$ cat src/rtl/nv_nvdla_sdp_rdma_dat_rsp.sv
`default_nettype none
// ============================================================================
// Module   : nv_nvdla_sdp_rdma_dat_rsp
// Brief    : SDP RDMA read-data return path. Buffers DMA response beats, returns
//            credits and replays the beats to the SDP datapath in command-sized groups.
// Revision : 1.0 - initial release
// ============================================================================
module nv_nvdla_sdp_rdma_dat_rsp #(
  parameter int LAT_DEPTH = 16,
  parameter int DW        = 64
) (
  input  logic          nvdla_core_clk,
  input  logic          nvdla_core_rstn,
  input  logic          op_load,
  input  logic          cmd2dat_pvld,
  output logic          cmd2dat_prdy,
  input  logic [13:0]   cmd2dat_pd,
  input  logic          dma_rd_rsp_vld,
  output logic          dma_rd_rsp_rdy,
  input  logic [DW-1:0] dma_rd_rsp_pd,
  output logic          dma_rd_cdt_lat_fifo_pop,
  output logic          sdp_rdma2dp_valid,
  input  logic          sdp_rdma2dp_ready,
  output logic [DW:0]   sdp_rdma2dp_pd,
  output logic          dp2reg_done,
  output logic [31:0]   dp2reg_rdma_stall
);

  localparam int AW = $clog2(LAT_DEPTH);
  localparam int CW = AW + 1;
  localparam logic [CW-1:0] C_FULL_CNT = CW'(LAT_DEPTH);

  typedef enum logic [0:0] {
    ST_IDLE   = 1'b0,
    ST_ACTIVE = 1'b1
  } state_t;

  state_t          r_state;
  logic [13:0]     r_len;
  logic [13:0]     r_beat_cnt;
  logic            r_surf_last;
  logic            r_done;
  logic            r_cdt;
  logic [31:0]     r_stall;

  logic [DW-1:0]   r_mem [LAT_DEPTH];
  logic [AW-1:0]   r_wp;
  logic [AW-1:0]   r_rp;
  logic [CW-1:0]   r_cnt;

  logic            w_full;
  logic            w_empty;
  logic            w_push;
  logic            w_pop;
  logic            w_valid;
  logic            w_last;

  // Ready depends only on the registered count, never on the pop in flight.
  assign w_full   = (r_cnt == C_FULL_CNT);
  assign w_empty  = (r_cnt == '0);
  assign w_push   = dma_rd_rsp_vld & ~w_full;
  assign w_valid  = (r_state == ST_ACTIVE) & ~w_empty;
  assign w_pop    = w_valid & sdp_rdma2dp_ready;
  assign w_last   = (r_beat_cnt == (r_len - 14'd1));

  assign dma_rd_rsp_rdy          = ~w_full;
  assign cmd2dat_prdy            = (r_state == ST_IDLE);
  assign sdp_rdma2dp_valid       = w_valid;
  assign sdp_rdma2dp_pd          = w_valid ? {w_last, r_mem[r_rp]} : '0;
  assign dma_rd_cdt_lat_fifo_pop = r_cdt;
  assign dp2reg_done             = r_done;
  assign dp2reg_rdma_stall       = r_stall;

  always_ff @(posedge nvdla_core_clk) begin
    if (w_push) begin
      r_mem[r_wp] <= dma_rd_rsp_pd;
    end
  end

  always_ff @(posedge nvdla_core_clk or negedge nvdla_core_rstn) begin
    if (!nvdla_core_rstn) begin
      r_wp  <= '0;
      r_rp  <= '0;
      r_cnt <= '0;
    end else begin
      if (w_push) r_wp <= r_wp + 1'b1;
      if (w_pop)  r_rp <= r_rp + 1'b1;
      case ({w_push, w_pop})
        2'b10:   r_cnt <= r_cnt + 1'b1;
        2'b01:   r_cnt <= r_cnt - 1'b1;
        default: r_cnt <= r_cnt;
      endcase
    end
  end

  // Command FSM; 14-bit length holds 8192 without overflow.
  always_ff @(posedge nvdla_core_clk or negedge nvdla_core_rstn) begin
    if (!nvdla_core_rstn) begin
      r_state     <= ST_IDLE;
      r_len       <= '0;
      r_beat_cnt  <= '0;
      r_surf_last <= 1'b0;
      r_done      <= 1'b0;
    end else begin
      r_done <= 1'b0;
      case (r_state)
        ST_IDLE: begin
          if (cmd2dat_pvld) begin
            r_len       <= {1'b0, cmd2dat_pd[12:0]} + 14'd1;
            r_surf_last <= cmd2dat_pd[13];
            r_beat_cnt  <= '0;
            r_state     <= ST_ACTIVE;
          end
        end
        ST_ACTIVE: begin
          if (w_pop) begin
            r_beat_cnt <= r_beat_cnt + 14'd1;
            if (w_last) begin
              r_state <= ST_IDLE;
              r_done  <= r_surf_last;
            end
          end
        end
        default: r_state <= ST_IDLE;
      endcase
    end
  end

  always_ff @(posedge nvdla_core_clk or negedge nvdla_core_rstn) begin
    if (!nvdla_core_rstn) begin
      r_cdt   <= 1'b0;
      r_stall <= '0;
    end else begin
      r_cdt <= w_pop;
      if (op_load) begin
        r_stall <= '0;
      end else if (w_valid && !sdp_rdma2dp_ready && (r_stall != 32'hFFFF_FFFF)) begin
        r_stall <= r_stall + 32'd1;
      end
    end
  end

endmodule
`default_nettype wire

$ cat config.mk
export PLATFORM = sky130hd
export DESIGN_NAME = nv_nvdla_sdp_rdma_dat_rsp
export DESIGN_NICKNAME = d
export VERILOG_FILES = /design/src/rtl/nv_nvdla_sdp_rdma_dat_rsp.sv
export SDC_FILE = /design/constraint.sdc
export NUM_CORES = 1
export LEC_CHECK = 0
export ABC_AREA = 1
export BUFFER_PORTS_ARGS = -buffer_cell sky130_fd_sc_hd__clkbuf_2
export CORE_UTILIZATION = 50
export CTS_CLUSTER_SIZE = 25
export DETAILED_ROUTE_END_ITERATION = 10
export GPL_ROUTABILITY_DRIVEN = 0
export PLACE_DENSITY = 0.67
export SYNTH_ARGS = -nofsm -noshare
export SYNTH_HDL_FRONTEND = slang
export SYNTH_SLANG_ARGS = --single-unit
$ cat constraint.sdc
create_clock -name nvdla_core_clk -period 8 [get_ports nvdla_core_clk]
set_input_delay 0.4 -clock nvdla_core_clk [delete_from_list [all_inputs] [get_ports nvdla_core_clk]]
set_output_delay 0.4 -clock nvdla_core_clk [all_outputs]
set_load 0.02 [all_outputs]
==> results.md <==
- Pre-antenna DRT Iters: 5
- Synth cell types: 39
- Max Slew Vio Count: 0
- Critical Path RT: 7600 ps
- Max-cap violations: 0
- Largest net degree at the start of global routing: 187
- H-Tree Depth: 3
- IO Port Bufs: 185
- Ys async rst share: 0.0699
- Final Power: 18.3 mW
- Hold WC Path Type: primary input to flip-flop
- CTS Buf Count: 111
- Multi-input gate area: 10600 um2
- Clock latency on the worst-skew pair: 690 ps
- Critical Path Most Common Cell: buf_4
- Startpoint Class: flip-flop
- Cell row count: 108
- Synth Flop Type: edfxtp_1
- Post-DP Area: 46400 um2
- Clock-pin slew on the worst setup and hold paths: 60 ps
- Post-Synthesis Net Count: 3535
- First-pass GRT wire length: 170000 um
- Avg Inst Size Synth: 12.9 um2
- FMAX: 198 MHz
- Outcome: complete, no violations
- GRT Overall Usage: 0.249
- CP Cell Sequence: buf_4 -> buf_4 -> o21ai_0 -> o221ai_1 -> o211ai_1 -> a21oi_1 -> clkbuf_2
- Die height: 300 um
- Tightest Pin Transition: 1140 ps
- Area grow syn2layout: 12.5%
- Crit share post-route: 0.632
- Overflow after GRT: 0
- Slowest stage delay, CP: 960 ps
- Leakage Power: 16.6 nW
- Die area: 90100 um2
- Total number of vias: 29.2k
- Synthesized cell area: 44400 um2
- Vias in the first global route: 27.9k
- TritonCTS Sinks: 1101
- Post-layout nets: 3659
- YS warnings: 0
- # DRC: 0
- Post-synthesis sequential area ratio: 0.735
- Setup_tns: 0 ps
- Final Hold Fails: 0
- Pwr Density: 367 nW/um2
- Post-Synthesis Cells: 3437
- Layout cells sized above 1: 0.120
- Synth Register Bits: 1101
- Fin crit period: 5060 ps
- Die width: 300 um
- Slew HR: 0.239
- CTS root buf: clkbuf_16
- Reg area: 32700 um2
- Io pins: 186
- EDFF count, synth: 1024
- WL/cell: 23.5 um
- CP Capture Type: output pin
- Via/cell ratio: 6.07
- Final Instance Count excl. Fillers: 4814
- Crit path max fanout: 116
- TritonCTS clock tree: built
- Final HPWL DP: 56400 um
- Final Instance Area: 50000 um2
- Inst Count DP: 4594
- Core area: 87400 um2
- Setup Fix Bufs, Post-CTS: 0
- CP max stage cell: buf_4
- Fill count: 6951
- DRT Wirelength: 113000 um
- Initial core utilization: 0.508
- Antenna-violating nets left: 0
- WHS: 57.3 ps
- RSZ-0062 raised after global routing: no
- CP arrival: 4660 ps
- Clk_skew: 17.5 ps
- Initial antenna violation count: 8
- Maximum vdd ir drop: 0.000292 V
- Most common cell after layout, fill and taps aside: edfxtp_1
- Final setup fails: 0
- CP Class: flip-flop to output pin
- Drt initial violations: 3333
- CTS Buffer Depth: 3
- Most frequent cells in the layout: 1024 x edfxtp_1, 597 x nor2_1, 547 x o21ai_0, 197 x nand2_1, 184 x clkbuf_2
path summary, 6_finish.rpt:
kind                                      start                  to  slack [ps]  depth (start not counted)
worst max-delay path                    r_rp[0]  sdp_rdma2dp_pd[43]        2940                          7
worst min-delay path              cmd2dat_pd[2]            r_len[2]          60                          3
worst max register to register         r_cnt[1]        r_mem[2][12]        4270                          7
worst min register to register         r_cnt[4]            r_cnt[4]         510                          1
max in group asynchronous       nvdla_core_rstn           r_len[11]        6750                          3
min in group asynchronous       nvdla_core_rstn           r_len[12]         210                          2
final cells by class:
cell class	instances	share of cell area
inverters	99	0.00793
well taps	1155	0.0289
multi-input cells	2008	0.211
clock buffers	142	0.0587
diodes	5	0.000250
flip-flops and latches	1101	0.654
clock inverters	64	0.0116
repair buffers	240	0.0275
cell families (layout without fill, tap and decap cells):
logic type	Yosys count	count (layout)	share of synthesized area
DFF	1101	1101	0.735
and+or+nand+nor	979	979	0.0896
AOI/OAI and AO/OA	978	978	0.134
buffers and inverters	328	545	0.0298
xor gates and xnor gates	37	37	0.00729
adders and majority gates	14	14	0.00411
other	0	5	0
cell usage after synthesis, drive strengths merged, types with 7 or more instances:
cell / count / share of area
nor3: 24 / 0.0030
xor2: 30 / 0.0059
edfxtp: 1024 / 0.69
ha: 13 / 0.0037
a21oi: 74 / 0.0083
inv: 99 / 0.0085
dfrtp: 77 / 0.043
nor2: 617 / 0.053
xnor2: 7 / 0.0014
o21ai: 564 / 0.065
nand4: 28 / 0.0039
o22ai: 77 / 0.011
clkbuf: 168 / 0.014
buf: 61 / 0.0072
o211ai: 76 / 0.013
nand3: 98 / 0.011
nand2: 201 / 0.017
o221ai: 180 / 0.035
per-layer routing:
metal  GRT usage  vias to the layer above  wire [um]
met4      0.0855                        6       3090
met5           0                        -         50
met2       0.404                     1227      54000
li1            -                    13100          -
met3      0.0361                      208       8780
met1       0.345                    14600      47200
registers in the layout, summed over array words and instances (netlist names):
register	count
r_mem	1024
dp2reg_rdma_stall	32
r_beat_cnt	14
r_len	14
r_cnt	5
r_rp	4
r_wp	4
dma_rd_cdt_lat_fifo_pop	1
dp2reg_done	1
r_state	1
r_surf_last	1
metrics by stage:
stage / utilization / setup slack (ps)
5_1_grt: 0.572 / 2720
2_1_floorplan: - / 3750
3_3_place_gp: 0.530 / 3890
4_1_cts: 0.572 / 3020
6_report: 0.572 / 2940
3_5_place_dp: 0.530 / 3740
critical path: cells and delay by family (launching register included):
kind	cells	cell delay (ps)
buffers and inverters	3	1980
flip-flops	1	770
AO/OA/AOI/OAI	4	1070
report_power, final:
group | total [mW] | internal (mW) | switching [mW] | leakage [nW]
clock network | 5.01 | 2.83 | 2.18 | 1.71
registers | 7.29 | 6.93 | 0.359 | 10.3
logic | 6.05 | 1.64 | 4.41 | 4.64
total | 18.3 | 11.4 | 6.94 | 16.6
timing repair:
| action | in CTS | in global routing |
|---|---|---|
| resized for setup | 0 | 0 |
| hold buffers | 9 | 0 |
| endpoints found under the hold margin | 36 | 0 |
(Power assumes the default switching activity.)
